$ cat src/rtl/muldiv_ctrl.sv
// muldiv_ctrl: execute-stage sequencer for the HI/LO register pair.
// Arbitrates HI/LO writes between mthi/mtlo, the multiplier product and the
// iterative divider. It also starts and cancels the divider, counts multiply
// latency, runs a divider watchdog and stalls F/D/E while an operation is in
// flight.
//
// Handshake with the divider: div_start_o is a one-cycle pulse. It is issued
// only when div_busy_i is low. The controller then waits for the one-cycle
// div_done_i pulse. div_cancel_o is a one-cycle abort pulse, raised on a
// flush or on a watchdog expiry while waiting.
//
// All outputs are forced to 0 while rst is low. The divider shares this
// reset, so no cancel pulse is needed when a reset aborts an operation.
module muldiv_ctrl #(
  parameter int MUL_LAT     = 1,
  parameter int DIV_TIMEOUT = 40,
  parameter int CNT_W       = 6
) (
  input  logic       clk,
  input  logic       rst,
  input  logic       div_req_i,
  input  logic       mult_req_i,
  input  logic       mthi_i,
  input  logic       mtlo_i,
  input  logic       signed_i,
  input  logic       divisor_zero_i,
  input  logic       flush_i,
  input  logic       div_busy_i,
  input  logic       div_done_i,
  output logic       div_start_o,
  output logic       div_signed_o,
  output logic       div_cancel_o,
  output logic       stall_o,
  output logic [1:0] hilo_we_o,
  output logic [1:0] hilo_src_o,
  output logic       busy_o,
  output logic       divzero_o,
  output logic       timeout_o,
  output logic [1:0] state_dbg_o
);

  typedef enum logic [1:0] {
    IDLE     = 2'd0,
    MUL_WAIT = 2'd1,
    DIV_WAIT = 2'd2
  } state_e;

  localparam logic [1:0] SRC_RS  = 2'b00;
  localparam logic [1:0] SRC_MUL = 2'b01;
  localparam logic [1:0] SRC_DIV = 2'b10;

  // MUL_WAIT starts at MUL_LAT-2 so that the write lands in cycle t+MUL_LAT-1.
  localparam int              MUL_INIT   = (MUL_LAT > 1) ? (MUL_LAT - 2) : 0;
  localparam logic [CNT_W-1:0] MUL_INIT_C = CNT_W'(MUL_INIT);
  localparam logic [CNT_W-1:0] DIV_LAST_C = CNT_W'(DIV_TIMEOUT - 1);
  localparam logic [CNT_W-1:0] ONE_C      = CNT_W'(1);

  state_e           state_q, state_d;
  logic [CNT_W-1:0] cnt_q, cnt_d;
  logic             signed_q, signed_d;

  logic       start_c, sgn_c, cancel_c, stall_c, dz_c, to_c;
  logic [1:0] we_c, src_c;

  // State, latency/watchdog counter and latched divider signedness.
  always_ff @(posedge clk or negedge rst) begin
    if (!rst) begin
      state_q  <= IDLE;
      cnt_q    <= '0;
      signed_q <= 1'b0;
    end else begin
      state_q  <= state_d;
      cnt_q    <= cnt_d;
      signed_q <= signed_d;
    end
  end

  // Next-state logic and combinational outputs. Requests are only looked at
  // in IDLE; while an operation is in flight the instruction is held by the stall.
  always_comb begin
    state_d  = state_q;
    cnt_d    = cnt_q;
    signed_d = signed_q;
    start_c  = 1'b0;
    sgn_c    = 1'b0;
    cancel_c = 1'b0;
    stall_c  = 1'b0;
    we_c     = 2'b00;
    src_c    = SRC_RS;
    dz_c     = 1'b0;
    to_c     = 1'b0;
    case (state_q)
      IDLE: begin
        if (!flush_i) begin
          if (div_req_i) begin
            if (divisor_zero_i) begin
              // Skip the divide entirely; HI/LO stay unchanged.
              dz_c = 1'b1;
            end else if (div_busy_i) begin
              // Hold the instruction and retry next cycle.
              stall_c = 1'b1;
            end else begin
              start_c  = 1'b1;
              stall_c  = 1'b1;
              sgn_c    = signed_i;
              signed_d = signed_i;
              cnt_d    = '0;
              state_d  = DIV_WAIT;
            end
          end else if (mult_req_i) begin
            if (MUL_LAT == 1) begin
              we_c  = 2'b11;
              src_c = SRC_MUL;
            end else begin
              stall_c = 1'b1;
              cnt_d   = MUL_INIT_C;
              state_d = MUL_WAIT;
            end
          end else if (mthi_i || mtlo_i) begin
            we_c  = {mthi_i, mtlo_i};
            src_c = SRC_RS;
          end
        end
      end
      MUL_WAIT: begin
        if (flush_i) begin
          state_d = IDLE;
        end else if (cnt_q != '0) begin
          stall_c = 1'b1;
          cnt_d   = cnt_q - ONE_C;
        end else begin
          we_c    = 2'b11;
          src_c   = SRC_MUL;
          state_d = IDLE;
        end
      end
      DIV_WAIT: begin
        sgn_c = signed_q;
        if (flush_i) begin
          // A flush beats a simultaneous done or watchdog expiry.
          cancel_c = 1'b1;
          state_d  = IDLE;
        end else if (div_done_i) begin
          we_c    = 2'b11;
          src_c   = SRC_DIV;
          state_d = IDLE;
        end else if (cnt_q == DIV_LAST_C) begin
          cancel_c = 1'b1;
          to_c     = 1'b1;
          state_d  = IDLE;
        end else begin
          stall_c = 1'b1;
          cnt_d   = cnt_q + ONE_C;
        end
      end
      default: begin
        state_d = IDLE;
      end
    endcase
  end

  // Outputs are gated by reset so nothing leaks out while rst is low.
  assign div_start_o  = rst & start_c;
  assign div_signed_o = rst & sgn_c;
  assign div_cancel_o = rst & cancel_c;
  assign stall_o      = rst & stall_c;
  assign hilo_we_o    = {2{rst}} & we_c;
  assign hilo_src_o   = {2{rst}} & src_c;
  assign busy_o       = rst & (state_q != IDLE);
  assign divzero_o    = rst & dz_c;
  assign timeout_o    = rst & to_c;
  assign state_dbg_o  = {2{rst}} & state_q;

endmodule

$ cat config.mk
export PLATFORM = sky130hd
export DESIGN_NAME = muldiv_ctrl
export DESIGN_NICKNAME = d
export VERILOG_FILES = /design/src/rtl/muldiv_ctrl.sv
export SDC_FILE = /design/constraint.sdc
export NUM_CORES = 1
export LEC_CHECK = 0
export CAP_MARGIN = 20
export CELL_PAD_IN_SITES_DETAIL_PLACEMENT = 1
export CELL_PAD_IN_SITES_GLOBAL_PLACEMENT = 2
export CORE_ASPECT_RATIO = 1.75
export CORE_UTILIZATION = 26
export CTS_BUF_LIST = sky130_fd_sc_hd__clkbuf_4
export CTS_CLUSTER_DIAMETER = 60
export DETAILED_ROUTE_END_ITERATION = 7
export HOLD_SLACK_MARGIN = 0.03
export PLACE_DENSITY_LB_ADDON = 0.1
export SLEW_MARGIN = 25
export SYNTH_ARGS = -nofsm -noshare
export SYNTH_HDL_FRONTEND = slang
export SYNTH_SLANG_ARGS = --single-unit
export TNS_END_PERCENT = 50
$ cat constraint.sdc
create_clock -name clk -period 1.85 [get_ports clk]
set_input_delay 0.2775 -clock clk [delete_from_list [all_inputs] [get_ports clk]]
set_output_delay 0.2775 -clock clk [all_outputs]
set_load 0.05 [all_outputs]
==> impl_results.md <==
- Layout cells sized above 1: 0.459
- RSZ-0062 raised after global routing: true
- Final Skew: between 0.001 and 0.0015 ns
- Total gr overflow: 0
- Hold WS: 0.395 ns
- Die width: about 41 um
- Yosys warnings: 0
- Synthesis-stage register bit count: 8
- P_sw: a little under 0.4 mW
- Cells after Synth: 81
- Status: completed
- Global-route wire length before repair: about 3.5 mm
- EDFF count, synth: 0
- Post-DR wirelength/cell: 15.3 um
- CP Data Required Time: roughly 1.6 ns
- FP Rows: 24
- Tcrit/Tclk final: 0.980
- Max-Cap Viols: 0
- Critical path class: flop to output pin
- Die Y-Extent: 70.2 um
- Die area: 2870 um2
- Largest area contributor in the netlist: dfrtp_1
- Arr. time, crit path: 1.54 ns
- Commonest non-fill, non-tap cell in the layout: buf_4
- Port buffer count: 22
- Synth Area in Compound Gates: 0.268
- Setup-failing EPs final: 0
- CP max stage cell: or3b_4
- Asr flop ratio synth: 1.00
- Simple-gate share of the synthesized area: 0.241
- Clk slew on worst S/H paths: 0.06 ns
- Syn nets: 97
- Vias in the first global route: around 790
- Placed wire-length estimate: 1.86 mm
- Worst Path Max Fanout: 4
- Io pins: 24
- Largest family of logic cells by synthesized area: compound AO/OA/AOI/OAI gates
- H-tree depth: 1
- Sequential Power Share: 0.288
- CTS Buf Count: 3
- Layout Nets: 140
- Most frequent cells in the layout: buf_4 (17), buf_12 (13), nor2_1 (8)
- Vias: 769
- Largest net degree at the start of global routing: 13
- Clk pwr share: 0.137
- Min Tclk post-route: 1.81 ns
- Worst-path cell chain: or3b_4, a21oi_4, nor2_2, nor2_2, buf_12
- PD cells: 753 nW/um2
- Gpl congestion: between 0.6 and 0.7
- Lkg Pwr: about 0.56 nW
- HP Class: input port to async pin
- Area growth, synth to finish: 87.0%
- Mapped cell area: roughly 700 um2
- CTS tree: built
- Mean area per synthesized cell: 8.53 um2
- Post-Route WL: 2.27 mm
- Routed Antenna Nets: 0
- Non-filler cells, final: 148
- Clk sinks: 8
- CP dominant cell by count: nor2_2
- Core ar.: 2490 um2
- Power, Total: 0.972 mW
- Placed cell count: ~140
- Tot GR Track Use: 0.175
- Synth Area in Adders: 0.101
- Drc violations: 0
- Vias/cell: 5.20
- CP Launch Type: flop
- CTS max path bufs: 2
- Critical Path Max Stage Delay: 0.41 ns
- Post-synth cell types: 34
- Hold Fails Final Rpt: 0
- Sequential cell area fraction in the yosys report: 0.290
- Sw Ratio: 0.400
- # diodes: 0
- Router iterations before antenna repair: 4
- Peak VDD IR: 0.499 mV
- Int Pwr: around 0.58 mW
- Post-synthesis mux area share: 0.0163
- DRT iter0 DRCs: 4
- Top cell type's share of synthesized area: 0.290
- Peak Freq: roughly 550 MHz
- Starting Density: 0.277
- Ys flop type: dfrtp_1
- Final Max Slew Viols: 0
- Worst skew pair latency: 0.25 ns
- Initial antenna violation count: 0
- Synth top area cells: dfrtp_1 (29%), ha_1 (7.2%), nor2_1 (6.5%)
- Clock root cell: clkbuf_4
- Gate power share: 0.575
- Xor-xnor portion of the synthesized cell area: 0.0127
- CP endpoint kind: output pin
[registers in the layout, indices dropped and copies added, names as in the netlist]
name,count
cnt_q,6
signed_q,1
state_q,1
[power groups by stage]
stage / combinational, mW / clock (mW) / sequential, mW
2_1_floorplan: 0.352 / 0 / 0.266
3_3_place_gp: 0.483 / 0 / 0.280
3_5_place_dp: 0.505 / 0 / 0.284
4_1_cts: 0.514 / 0.139 / 0.283
5_1_grt: 0.625 / 0.143 / 0.284
6_report: 0.559 / 0.133 / 0.280
[cell type report]
class / count / area [um2]
Fill cell: 286 / 1200
Multi-Input combinational cell: 63 / 520
Timing Repair Buffer: 40 / 483
Sequential cell: 8 / 203
Tap cell: 26 / 32.5
Inverter: 8 / 30.0
Clock buffer: 3 / 22.5
[timing repair]
action,in CTS,in global routing
buffers inserted,3,3
pin swaps,4,5
endpoints found under the setup margin,7,6
hold buffers,0,0
resized for setup,12,8
[critical path, delay by kind of cell, from the launching register on]
family / cells / cell delay (ns)
flip-flops: 1 / 0.40
buffers and inverters: 1 / 0.15
AO/OA/AOI/OAI: 1 / 0.15
AND/OR/NAND/NOR: 3 / 0.59
[Yosys cell counts (all sizes together), types with 2 or more instances]
library cell and n:
nor2 12, dfrtp 8, inv 8, a21oi 6, nand2 5, ha 4, a211o 3, nor3 3
o21a 3, o21ai 3, and2b 2, buf 2, nand2b 2, nand3 2, o22ai 2
[metal layers]
metal / up-vias / track usage / part of all wire
met5: - / 0 / 0
met4: 0 / 0.0556 / 0.0084
met3: 2 / 0 / 0.021
met2: 19 / 0.328 / 0.61
met1: 372 / 0.189 / 0.36
li1: 376 / - / -
[final timing paths]
check	to	slack, ns	cells after the start	startpoint
worst max register to register	cnt_q[5]	0.09	7	state_q[1]
worst min-delay path	signed_q	0.39	2	rst
max in group asynchronous	state_q[1]	1.34	2	rst
min in group clk	signed_q	0.53	1	signed_q
worst min register to register	signed_q	0.53	1	signed_q
worst max-delay path	stall_o	0.04	5	state_q[1]
[per-stage QoR]
| stage | setup slack, ns | utilization | cell area, um2 | TNS (ns) |
|---|---|---|---|---|
| 4_1_cts | 0.00204 | 0.496 | 1240 | 0 |
| 3_5_place_dp | -0.243 | 0.467 | 1160 | -1.51 |
| 2_1_floorplan | -0.150 | - | 703 | -0.346 |
| 5_1_grt | -0.0108 | 0.518 | 1290 | -0.0242 |
| 6_report | 0.0361 | 0.518 | 1290 | 0 |
| 3_3_place_gp | -0.189 | 0.467 | 1160 | -0.960 |
[logic make-up after synthesis]
| family | Yosys count |
|---|---|
| flops | 8 |
| xor+xnor | 1 |
| fa+ha+maj | 5 |
| compound gates | 23 |
| buf+inv | 10 |
| other cells | 1 |
| simple gates | 32 |
| mux | 1 |
(Power assumes the default switching activity.)
